$ cat config.mk
export PLATFORM = sky130hd
export DESIGN_NAME = division_sign_restore_flat
export DESIGN_NICKNAME = d
export VERILOG_FILES = /design/src/rtl/division_pkg.sv /design/src/rtl/division_sign_restore_if.sv /design/src/rtl/division_serial_negator.sv /design/src/rtl/division_sign_restore.sv /design/src/flat_wrapper.sv
export SDC_FILE = /design/constraint.sdc
export NUM_CORES = 1
export LEC_CHECK = 0
export CAP_MARGIN = 20
export CORE_ASPECT_RATIO = 1.25
export CORE_MARGIN = 2
export CORE_UTILIZATION = 54
export DETAILED_ROUTE_END_ITERATION = 7
export PLACE_DENSITY = 0.82
export SYNTH_ARGS = -nofsm -noshare
export SYNTH_HDL_FRONTEND = slang
export SYNTH_HIERARCHICAL = 1
export SYNTH_SLANG_ARGS = --single-unit
$ cat constraint.sdc
create_clock -name clk -period 2.57 [get_ports clk]
set_input_delay 0.3855 -clock clk [delete_from_list [all_inputs] [get_ports clk]]
set_output_delay 0.3855 -clock clk [all_outputs]
set_load 0.01 [all_outputs]
$ cat src/rtl/division_pkg.sv
// Shared definitions for the divider back end: default width, sign-restore
// FSM state encoding and the most negative representable magnitude.
package division_pkg;

   localparam int DIV_WIDTH = 4;

   // Magnitude of the most negative DIV_WIDTH-bit two's-complement value.
   localparam logic [DIV_WIDTH-1:0] DIV_MIN = {1'b1, {(DIV_WIDTH-1){1'b0}}};

   typedef enum logic [1:0] {
      ST_IDLE  = 2'd0,
      ST_SHIFT = 2'd1,
      ST_DONE  = 2'd2
   } state_e;

endpackage

$ cat src/rtl/division_sign_restore_if.sv
// Bus between the divider core (master) and the sign-restore stage (slave).
interface division_sign_restore_if #(
   parameter int WIDTH = division_pkg::DIV_WIDTH
);
   logic             restore_sel;
   logic [WIDTH-1:0] quot_mag;
   logic [WIDTH-1:0] rem_mag;
   logic             first_sign;
   logic             second_sign;
   logic [WIDTH-1:0] quotient;
   logic [WIDTH-1:0] remainder;
   logic             overflow;
   logic             restore_busy;
   logic             restore_finish;

   modport master (
      output restore_sel, quot_mag, rem_mag, first_sign, second_sign,
      input  quotient, remainder, overflow, restore_busy, restore_finish
   );

   modport slave (
      input  restore_sel, quot_mag, rem_mag, first_sign, second_sign,
      output quotient, remainder, overflow, restore_busy, restore_finish
   );
endinterface

$ cat src/rtl/division_serial_negator.sv
// Bit-serial conditional two's-complement negator. The value is loaded into
// a shift register and rotated out LSB first through an invert/+1 cell; when
// neg is 0 the carry starts at 0 and the value passes through unchanged, so
// the latency is identical either way.
module division_serial_negator #(
   parameter int WIDTH = division_pkg::DIV_WIDTH
) (
   input  logic             clk,
   input  logic             rst,
   input  logic             load,
   input  logic             shift_en,
   input  logic             neg,
   input  logic [WIDTH-1:0] din,
   output logic [WIDTH-1:0] dout
);

   logic [WIDTH-1:0] sr_q;
   logic             neg_q;
   logic             carry_q;
   logic             inv_s;
   logic             bit_s;

   // Conditional inversion of the current LSB, then the +1 ripple via carry.
   assign inv_s = sr_q[0] ^ neg_q;
   assign bit_s = inv_s ^ carry_q;

   // Shift register, negate flag and carry: load on start, rotate on shift.
   always_ff @(posedge clk or negedge rst) begin
      if (!rst) begin
         sr_q    <= {WIDTH{1'b0}};
         neg_q   <= 1'b0;
         carry_q <= 1'b0;
      end else if (load) begin
         sr_q    <= din;
         neg_q   <= neg;
         carry_q <= neg;
      end else if (shift_en) begin
         sr_q    <= {bit_s, sr_q[WIDTH-1:1]};
         carry_q <= inv_s & carry_q;
      end else begin
         sr_q    <= sr_q;
         carry_q <= carry_q;
      end
   end

   assign dout = sr_q;

endmodule

$ cat src/rtl/division_sign_restore.sv
// Re-applies operand signs to the divider's unsigned quotient/remainder.
// Quotient is negative when the operand signs differ; the remainder follows
// the dividend. Both results are negated serially in parallel lanes and
// handed over with a one-cycle finish pulse.
module division_sign_restore
   import division_pkg::*;
#(
   parameter int WIDTH = DIV_WIDTH
) (
   input  logic                    clk,
   input  logic                    rst,
   division_sign_restore_if.slave  bus
);

   localparam int               CNT_W    = $clog2(WIDTH) + 1;
   localparam logic [CNT_W-1:0] CNT_LAST = CNT_W'(WIDTH - 1);
   localparam logic [WIDTH-1:0] MIN_L    = {1'b1, {(WIDTH-1){1'b0}}};

   // A magnitude fits a signed WIDTH-bit result only up to MIN when negative
   // and below MIN when positive.
   function automatic logic ovf_f(input logic [WIDTH-1:0] mag, input logic neg);
      logic ovf;
      if (neg) begin
         ovf = (mag > MIN_L);
      end else begin
         ovf = (mag >= MIN_L);
      end
      return ovf;
   endfunction

   state_e           state_q, state_d;
   logic [CNT_W-1:0] cnt_q, cnt_d;
   logic             load_s;
   logic             shift_s;
   logic             neg_quot_s;
   logic [WIDTH-1:0] quot_dout_s;
   logic [WIDTH-1:0] rem_dout_s;
   logic [WIDTH-1:0] quot_q;
   logic [WIDTH-1:0] rem_q;
   logic             ovf_pend_q;
   logic             ovf_q;
   logic             busy_q;
   logic             fin_q;

   assign neg_quot_s = bus.first_sign ^ bus.second_sign;

   division_serial_negator #(.WIDTH(WIDTH)) u_quot_neg (
      .clk      (clk),
      .rst      (rst),
      .load     (load_s),
      .shift_en (shift_s),
      .neg      (neg_quot_s),
      .din      (bus.quot_mag),
      .dout     (quot_dout_s)
   );

   division_serial_negator #(.WIDTH(WIDTH)) u_rem_neg (
      .clk      (clk),
      .rst      (rst),
      .load     (load_s),
      .shift_en (shift_s),
      .neg      (bus.first_sign),
      .din      (bus.rem_mag),
      .dout     (rem_dout_s)
   );

   // Next-state, counter and lane control for the IDLE/SHIFT/DONE sequence.
   always_comb begin
      state_d = state_q;
      cnt_d   = cnt_q;
      load_s  = 1'b0;
      shift_s = 1'b0;
      case (state_q)
         ST_IDLE: begin
            if (bus.restore_sel) begin
               load_s  = 1'b1;
               cnt_d   = {CNT_W{1'b0}};
               state_d = ST_SHIFT;
            end else begin
               state_d = ST_IDLE;
            end
         end
         ST_SHIFT: begin
            shift_s = 1'b1;
            cnt_d   = cnt_q + CNT_W'(1);
            if (cnt_q == CNT_LAST) begin
               state_d = ST_DONE;
            end else begin
               state_d = ST_SHIFT;
            end
         end
         ST_DONE: begin
            state_d = ST_IDLE;
         end
         default: begin
            state_d = ST_IDLE;
            cnt_d   = {CNT_W{1'b0}};
         end
      endcase
   end

   // FSM state and bit counter.
   always_ff @(posedge clk or negedge rst) begin
      if (!rst) begin
         state_q <= ST_IDLE;
         cnt_q   <= {CNT_W{1'b0}};
      end else begin
         state_q <= state_d;
         cnt_q   <= cnt_d;
      end
   end

   // Overflow is decided from the start-edge magnitudes and published at DONE.
   always_ff @(posedge clk or negedge rst) begin
      if (!rst) begin
         ovf_pend_q <= 1'b0;
      end else if (load_s) begin
         ovf_pend_q <= ovf_f(bus.quot_mag, neg_quot_s) | ovf_f(bus.rem_mag, bus.first_sign);
      end else begin
         ovf_pend_q <= ovf_pend_q;
      end
   end

   // Registered results, busy flag and the one-cycle finish pulse.
   always_ff @(posedge clk or negedge rst) begin
      if (!rst) begin
         quot_q <= {WIDTH{1'b0}};
         rem_q  <= {WIDTH{1'b0}};
         ovf_q  <= 1'b0;
         busy_q <= 1'b0;
         fin_q  <= 1'b0;
      end else begin
         busy_q <= (state_d != ST_IDLE);
         if (state_q == ST_DONE) begin
            quot_q <= quot_dout_s;
            rem_q  <= rem_dout_s;
            ovf_q  <= ovf_pend_q;
            fin_q  <= 1'b1;
         end else begin
            fin_q  <= 1'b0;
         end
      end
   end

   assign bus.quotient       = quot_q;
   assign bus.remainder      = rem_q;
   assign bus.overflow       = ovf_q;
   assign bus.restore_busy   = busy_q;
   assign bus.restore_finish = fin_q;

endmodule

$ cat src/flat_wrapper.sv
// flat-port wrapper written by rule: the top's interface ports become plain ports
module division_sign_restore_flat import division_pkg::*;
#(
   parameter int WIDTH = DIV_WIDTH
)
  (clk, rst, bus_restore_sel, bus_quot_mag, bus_rem_mag, bus_first_sign, bus_second_sign, bus_quotient, bus_remainder, bus_overflow, bus_restore_busy, bus_restore_finish);
  division_sign_restore_if #(.WIDTH(WIDTH)) bus_i ();
  input  logic clk;
  input  logic rst;
  input wire logic [$bits(bus_i.restore_sel)-1:0] bus_restore_sel;
  input wire logic [$bits(bus_i.quot_mag)-1:0] bus_quot_mag;
  input wire logic [$bits(bus_i.rem_mag)-1:0] bus_rem_mag;
  input wire logic [$bits(bus_i.first_sign)-1:0] bus_first_sign;
  input wire logic [$bits(bus_i.second_sign)-1:0] bus_second_sign;
  output wire logic [$bits(bus_i.quotient)-1:0] bus_quotient;
  output wire logic [$bits(bus_i.remainder)-1:0] bus_remainder;
  output wire logic [$bits(bus_i.overflow)-1:0] bus_overflow;
  output wire logic [$bits(bus_i.restore_busy)-1:0] bus_restore_busy;
  output wire logic [$bits(bus_i.restore_finish)-1:0] bus_restore_finish;
  assign bus_i.restore_sel = bus_restore_sel;
  assign bus_i.quot_mag = bus_quot_mag;
  assign bus_i.rem_mag = bus_rem_mag;
  assign bus_i.first_sign = bus_first_sign;
  assign bus_i.second_sign = bus_second_sign;
  assign bus_quotient = bus_i.quotient;
  assign bus_remainder = bus_i.remainder;
  assign bus_overflow = bus_i.overflow;
  assign bus_restore_busy = bus_i.restore_busy;
  assign bus_restore_finish = bus_i.restore_finish;
  division_sign_restore #(.WIDTH(WIDTH)) u_core (.clk(clk), .rst(rst), .bus(bus_i));
endmodule
==> reports/metrics.yaml, run 1 <==
placed_design:
  pre_cts_slack_ns: 0.893
  place.gp.congestion: 0.768
  io_buffers: 23
  hpwl_mm: 1.71
timing:
  setup_tns_ns: 0
  rsz0062_at_grt: "no"
  hold_viol_final: 0
  worst_pin_slew_ns: 0.833
  setup_ws_ns: 0.921
  setup_viol: 0
  skew_ns: 0.0131
  slew_violations: 0
  fmax_ghz: 0.606
  relSlewSlack_pct: 44.2
  post-route-period-util_pct: 64.2
  min_period_ns: 1.65
  hold_ws_ns: 0.430
clock_tree:
  clk_latency_ns: 0.33
  htree_levels: 2
  cts_sinks: 29
  clockRootBuffer: "clkbuf_4"
  path_clk_slew_ns: 0.09
  cts_hold_buffers: 0
  cts_buffer_depth: 2
  cts_setup_buffers: 0
  cts_tree: "built"
  cts_resized: 0
  numCtsBuffers: 5
floorplan:
  initial_core_util_pct: 55.6
  rows: 20
  io_pins: 24
  core_mm2: 0.00238
  die_y_um: 59.3
  die-width_um: 48.3
  dieArea_mm2: 0.00286
synthesis:
  synth_area_mm2: 0.00132
  synthMuxAreaShare_pct: 18.6
  synth-compound-area-share_pct: 8.42
  synth_xor_area_share_pct: 1.99
  yosysSeqAreaShare_pct: 54.9
  yosysUniqueCellTypes: 24
  synth.avg_cell_area_um2: 12.6
  synthCells: 105
  synthAdderAreaFrac_pct: 3.78
  synth_top_area_share_pct: 54.9
  ys_async_sr_fraction_pct: 100
  ys_ff_latch: 29
  ys_warn_count: 6
  synth_edf_count: 0
  synth_top_area_cell: "dfrtp_1"
  synth_ff_type: "dfrtp_1"
  synthSimpleGateAreaFrac_pct: 7.00
  synth_top_family_by_area: "multiplexers"
  yosys-top-cells-area: "dfrtp_1, mux2_4, mux2i_1, ha_1, o21ai_1"
  synth_fp_nets: 122
critical_path:
  startpoint: "u_core/state_q[0]"
  cp_max_fo: 14
  end_kind: "register"
  r2r_end: "u_core/u_quot_neg/carry_q"
  cp.required_ns: 2.79
  cp-endpoint: "u_core/u_quot_neg/carry_q"
  reg2reg_from: "u_core/state_q[0]"
  start_kind: "register"
  rrSetupSlack_ns: 0.92
  reg2regPathDepth: 3
  crit_type: "register to register"
  arrival_ns: 1.87
global_routing:
  grt_overflow_total: 0
  grt_pass1_vias: 863
  grt_max_degree: 30
  antenna_found_initial: 0
  grt_util_all_layers_pct: 20.4
  grt_pass1_wl_mm: 3.95
drt:
  route.detailed.drc: 0
  final_antenna_net_count: 0
  viasPerCell: 5.14
  wl_mm: 2.33
  wl_per_cell_um: 14.0
  dr.pass1.iters: 4
  vias: 858
  drt_iter0_markers: 15
final_layout:
  final_core_util_pct: 69.1
  multi_input_area_um2: 527
  mostFrequentLayoutCells: "dfrtp_1, clkdlybuf4s50_1, mux2i_1, nand2_1, o21ai_1"
  fin_nets: 150
  ff_latch_area_um2: 726
  layout_commonest_cell: "dfrtp_1"
  syn2layout_area_growth_pct: 24.2
  drive_gt1_share_pct: 17.2
  diodes: 0
  nFillCells: 176
min_path:
  hp-class: "primary input to asynchronous set/reset pin"
run_status:
  outcome: "completed"
flow_run:
  drv_cap: 0
power_and_ir_drop:
  peakVddDrop_uv: 654
  power_density_mw_per_mm2: 1180
  power_leakage_nw: 0.805
## cells in the mapped netlist, types with 2 or more instances
library cell,n
a22o_1,2
ha_1,4
o21ai_1,10
buf_2,2
mux2_4,9
dfrtp_1,29
inv_1,7
mux2i_1,10
nor2_1,2
nand2_1,10
o21ai_0,3
buf_6,3
xor2_1,3
## routing by layer
metal / GRT usage (%) / part of all wire [%] / vias to the layer above
li1: - / - / 415
met1: 25.1 / 41 / 415
met2: 31.2 / 52 / 22
met3: 7.32 / 5.1 / 6
met4: 9.27 / 2.1 / 0
met5: 0 / 0 / -
## how the worst min path moves through the flow
stage / start / to / slack (ns) / cells after the start
global route: rst / u_core/bus.quotient[0] / 0.46 / 2
detailed placement: u_core/cnt_q[2] / u_core/cnt_q[2] / 0.49 / 1
CTS: rst / u_core/u_quot_neg/neg_q / 0.43 / 2
floorplan: rst / u_core/bus.overflow / 0.09 / 0
finish: rst / u_core/bus.restore_busy / 0.43 / 2
global placement: u_core/cnt_q[2] / u_core/cnt_q[2] / 0.48 / 1
## area by class of cell
cell class                 instances  share of cell area (%)
tap                               33                    2.51
inverter                           7                    1.60
timing repair buffer              26                    15.4
multi-input combinational         64                    32.1
clock inverter                     1                   0.305
clock buffer                       7                    3.96
sequential                        29                    44.2
## power breakdown
part / switching [mW] / internal, mW
registers: 0.147 / 0.669
logic: 0.336 / 0.473
clock network: 0.156 / 0.158
## cells by family (layout without fill, tap and decap cells)
family | count (synthesis) | in the layout
xor+xnor | 3 | 3
buf+inv | 12 | 41
fa+ha+maj | 4 | 4
flops | 29 | 29
mux | 20 | 20
compound gates | 19 | 19
simple gates | 18 | 18
## sequential cells by signal, indices dropped and copies added (netlist names), 2 cells and up
register / flops
u_core/u_quot_neg/dout: 4
u_core/bus.quotient: 4
u_core/state_q: 2
u_core/bus.remainder: 4
u_core/cnt_q: 3
u_core/u_rem_neg/dout: 4
## per-stage QoR
| step | instance area [um^2] | std cells | power (mW) |
|---|---|---|---|
| after floorplan | 1320 | 105 | 1.38 |
| after global placement | 1570 | 159 | 1.59 |
| after detailed placement | 1570 | 159 | 1.65 |
| after CTS | 1640 | 167 | 1.96 |
| after global routing | 1640 | 167 | 2.10 |
| final | 1640 | 167 | 1.94 |
## critical path: stages (launching register included)
cell     delay (ns)
dfrtp_1        0.44
nor2b_2        0.72
mux2i_1        0.29
o21ai_1        0.08
No activity file was read; power rests on OpenSTA's default activity.
==> run 2, diff against run 1 <==
Settings changed: CORE_UTILIZATION 54 to 51, PLACE_DENSITY 0.82 to 0.78.
Clock period 2.57 ns to 1.73 ns, I/O delays scaled along.
==> run 2 against run 1 <==
  * Power grew 52%
  * Hold slack lost 0.13 ns
  * Sequential share of layout area shrank 0.73 points
  * Via count shrank 0.12%
  * Combinational power grew 56%
  * Sequential power grew 50%
  * Highest routed layer unchanged
==> reports/metrics.yaml, run 2 (synthesized netlist as in run 1, its figures left out) <==
timing:
  skew_ns: 0.00729
  rsz0062_at_grt: "no"
  hold_viol_final: 0
  setup_ws_ns: 0.236
  slew_violations: 0
  setup_tns_ns: 0
  hold_ws_ns: 0.298
  setup_viol: 0
  worst_pin_slew_ns: 0.351
  relSlewSlack_pct: 76.6
  min_period_ns: 1.49
  post-route-period-util_pct: 86.3
  fmax_ghz: 0.670
placed_design:
  place.gp.congestion: 0.721
  io_buffers: 23
  pre_cts_slack_ns: 0.192
  hpwl_mm: 1.80
  dp_cells: 161
global_routing:
  grt_max_degree: 30
  grt_overflow_total: 0
  grt_pass1_wl_mm: 4.00
  antenna_found_initial: 0
  grt_util_all_layers_pct: 18.8
  grt_pass1_vias: 871
critical_path:
  critPathBufInv: 1
  worst-path-stages: 1
  cp_max_fo: 2
  cpPeakStageDelay_ns: 0.54
  crit_type: "register to output port"
  start_kind: "register"
  reg2regPathDepth: 4
  crit_family: "buffers and inverters"
  end_kind: "output port"
  critical_path.slowest_cell: "clkdlybuf4s50_1"
  cp.required_ns: 1.47
  path_cells: "clkdlybuf4s50_1"
  arrival_ns: 1.23
flow_run:
  drv_cap: 0
clock_tree:
  cts_buffer_depth: 2
  path_clk_slew_ns: 0.09
  cts_sinks: 29
  cts_setup_buffers: 0
  cts_tree: "built"
  clockRootBuffer: "clkbuf_4"
  cts_resized: 0
  numCtsBuffers: 5
  clk_latency_ns: 0.33
  cts_hold_buffers: 0
  htree_levels: 2
floorplan:
  rows: 20
  initial_core_util_pct: 53.9
  die_y_um: 60.9
  dieArea_mm2: 0.00302
  die-width_um: 49.5
  io_pins: 24
  core_mm2: 0.00245
drt:
  vias: 857
  viasPerCell: 5.07
  dr.pass1.iters: 3
  final_antenna_net_count: 0
  wl_mm: 2.30
  wl_per_cell_um: 13.6
  route.detailed.drc: 0
  drt_iter0_markers: 12
final_layout:
  fin_cells: 169
  ff_latch_area_um2: 726
  diodes: 0
  fin_nets: 152
  nFillCells: 207
  syn2layout_area_growth_pct: 26.3
  multi_input_area_um2: 527
  mostFrequentLayoutCells: "dfrtp_1, clkdlybuf4s50_1, mux2i_1, nand2_1, o21ai_1"
  drive_gt1_share_pct: 18.4
  layout_commonest_cell: "dfrtp_1"
run_status:
  outcome: "completed"
min_path:
  hp-class: "primary input to asynchronous set/reset pin"
power_and_ir_drop:
  power_leakage_nw: 0.819
  power_density_mw_per_mm2: 1760
  peakVddDrop_uv: 882
-- run 2: final cells by class --
cell class	count	area share, %
timing repair buffer	28	16.8
inverter	7	1.57
clock inverter	1	0.300
tap	33	2.47
multi-input combinational	64	31.5
clock buffer	7	3.90
sequential	29	43.4
-- run 2: worst paths after layout --
check / start / endpoint / slack, ns
setup reg to reg: u_core/state_q[0] / u_core/u_quot_neg/dout[0] / 0.38
setup / recovery: u_core/bus.remainder[3] / bus_remainder[3] / 0.24
hold / removal: rst / u_core/u_quot_neg/dout[2] / 0.30
max in group asynchronous: rst / u_core/bus.remainder[1] / 1.17
min in group clk: bus_quot_mag[2] / u_core/u_quot_neg/dout[2] / 0.50
hold reg to reg: u_core/bus.remainder[0] / u_core/bus.remainder[0] / 0.51
-- run 2: layer usage --
layer	track usage (%)	wire [um]	vias to the layer above
met5	0	0	-
met4	13.1	44	0
met3	5.91	101	4
met2	33.9	1220	19
met1	18.7	935	412
li1	-	-	422
-- run 2: metrics by stage --
step	power, mW	area (um^2)	util (%)
final	2.94	1670	68.1
after global routing	3.17	1670	68.1
after CTS	2.99	1670	68.1
after detailed placement	2.52	1600	65.3
after global placement	2.43	1600	65.3
after floorplan	2.05	1320	-
-- run 2: report_power, final --
| group | internal (mW) | total (mW) | leakage [nW] | switching, mW |
|---|---|---|---|---|
| Combinational | 0.753 | 1.26 | 0.420 | 0.511 |
| Sequential | 0.995 | 1.22 | 0.357 | 0.226 |
| Clock | 0.235 | 0.455 | 0.0413 | 0.220 |
| Total | 1.98 | 2.94 | 0.819 | 0.958 |
==> run 3, diff against run 2 <==
Settings changed: ABC_AREA set to 1, CORE_UTILIZATION 51 to 45, PLACE_DENSITY 0.78 to 0.7.
==> run 3 against run 2 <==
  * Global-route usage decreased by 1.6 points
  * Clock power grew 51%
  * Highest routed layer unchanged
  * Non-clock buffer count down 1
  * Critical endpoint is now bus_quotient[1]
  * Core utilization shrank 5.9 points
  * Combinational power decreased by 15%
  * Final area rose by 1.8%
  * Hold slack improved by 0.0033 ns
  * Final cell count rose by 34%
  * Via count increased by 26%
  * Flip-flop and latch count unchanged
==> reports/metrics.yaml, run 3 <==
timing:
  setup_tns_ns: 0
  rsz0062_at_grt: "no"
  setup_viol: 0
  relSlewSlack_pct: 76.1
  slew_violations: 0
  hold_viol_final: 0
  setup_ws_ns: 0.240
  min_period_ns: 1.49
  post-route-period-util_pct: 86.1
  worst_pin_slew_ns: 0.359
  skew_ns: 0.0131
  hold_ws_ns: 0.302
  fmax_ghz: 0.671
synthesis:
  yosysSeqAreaShare_pct: 55.6
  synth.top_cells.by_count: "nand2_1, dfrtp_1, nand3_1"
  synth_edf_count: 0
  synth_ff_type: "dfrtp_1"
  yosysMostFrequentCell: "nand2_1"
  ys_ff_latch: 29
  synth_fp_nets: 175
  synth_top_area_share_pct: 55.6
  synth_top_area_cell: "dfrtp_1"
  ys_warn_count: 6
  synth_area_mm2: 0.00131
  yosys-top-cells-area: "dfrtp_1, nand2_1, nand3_1, ha_1, inv_1"
  yosysUniqueCellTypes: 14
  synthCells: 158
  synth.avg_cell_area_um2: 8.27
  ys_async_sr_fraction_pct: 100
critical_path:
  cpPeakStageDelay_ns: 0.54
  crit_type: "register to output port"
  start_kind: "register"
  cp_max_fo: 2
  crit_family: "buffers and inverters"
  arrival_ns: 1.23
  path_cells: "clkdlybuf4s50_1"
  cp.required_ns: 1.47
  critPathBufInv: 1
  end_kind: "output port"
  critical_path.slowest_cell: "clkdlybuf4s50_1"
clock_tree:
  clockRootBuffer: "clkbuf_4"
  cts_buffer_depth: 2
  numCtsBuffers: 5
  cts_setup_buffers: 0
  cts_tree: "built"
  htree_levels: 2
  cts_sinks: 29
  cts_hold_buffers: 0
  clk_latency_ns: 0.33
  cts_resized: 0
  path_clk_slew_ns: 0.10
final_layout:
  final_core_util_pct: 62.2
  fin_cells: 226
  layout_commonest_cell: "nand2_1"
  drive_gt1_share_pct: 9.90
  mostFrequentLayoutCells: "nand2_1, dfrtp_1, clkdlybuf4s50_1"
  diodes: 0
  syn2layout_area_growth_pct: 30.2
  fin_nets: 208
power_and_ir_drop:
  power_density_mw_per_mm2: 1720
  peakVddDrop_uv: 1070
  power_leakage_nw: 0.878
run_status:
  outcome: "completed"
drt:
  route.detailed.drc: 0
  drt_iter0_markers: 29
  wl_mm: 2.36
  wl_per_cell_um: 10.4
  viasPerCell: 4.78
  vias: 1081
  dr.pass1.iters: 4
  final_antenna_net_count: 0
placed_design:
  dp_cells: 218
  hpwl_mm: 1.80
  io_buffers: 23
  place.gp.congestion: 0.835
  pre_cts_slack_ns: 0.216
floorplan:
  dieArea_mm2: 0.00335
  core_mm2: 0.00273
  io_pins: 24
  rows: 21
  die-width_um: 52.2
  initial_core_util_pct: 47.8
  die_y_um: 64.2
min_path:
  hp-class: "primary input to asynchronous set/reset pin"
flow_run:
  drv_cap: 0
global_routing:
  grt_util_all_layers_pct: 17.2
  grt_max_degree: 30
  grt_overflow_total: 0
  grt_pass1_vias: 1019
  grt_pass1_wl_mm: 4.24
  antenna_found_initial: 0
run 3: metrics by stage:
step / instance area [um^2] / total power [mW]
floorplan: 1310 / 1.84
CTS: 1700 / 2.96
global placement: 1600 / 2.22
finish: 1700 / 2.93
global route: 1700 / 3.17
detailed placement: 1600 / 2.27
run 3: worst paths after layout:
kind | startpoint | end | slack [ns] | cells past startpoint
max | u_core/bus.quotient[1] | bus_quotient[1] | 0.24 | 1
min | rst | u_core/bus.remainder[2] | 0.30 | 2
max reg2reg | u_core/state_q[1] | u_core/ovf_pend_q | 0.51 | 7
min reg2reg | u_core/cnt_q[0] | u_core/cnt_q[0] | 0.48 | 1
max in group asynchronous | rst | u_core/state_q[0] | 1.15 | 2
min in group clk | u_core/cnt_q[0] | u_core/cnt_q[0] | 0.48 | 1
run 3: power by group:
group	internal, mW	switching [mW]	total [mW]
sequential	0.981	0.188	1.17
combinational	0.507	0.565	1.07
clock	0.447	0.239	0.686
run 3: logic make-up (layout without fill, tap and decap cells):
kind of cell	after synthesis	count (layout)	share of synthesized area, %
compound gates	3	3	1.44
xor+xnor	2	2	1.34
fa+ha+maj	4	4	3.83
buf+inv	16	50	5.17
flops	29	29	55.6
simple gates	104	104	32.7
run 3: area by class of cell:
type / instances / area, um^2
Fill cell: 261 / 1030
Sequential cell: 29 / 726
Multi-Input combinational cell: 113 / 513
Timing Repair Buffer: 27 / 260
Clock inverter: 3 / 65.1
Inverter: 15 / 56.3
Tap cell: 34 / 42.5
Clock buffer: 5 / 37.5
run 3: metal layers:
metal  wire [um]  GRT usage, %  part of all wire, %  vias to the layer above
li1            -             -                    -                      560
met5           0             0                    0                        -
met2        1100          26.6                   46                       28
met3         131          6.31                  5.6                        6
met1        1070          20.9                   45                      487
met4          57          8.65                  2.4                        0
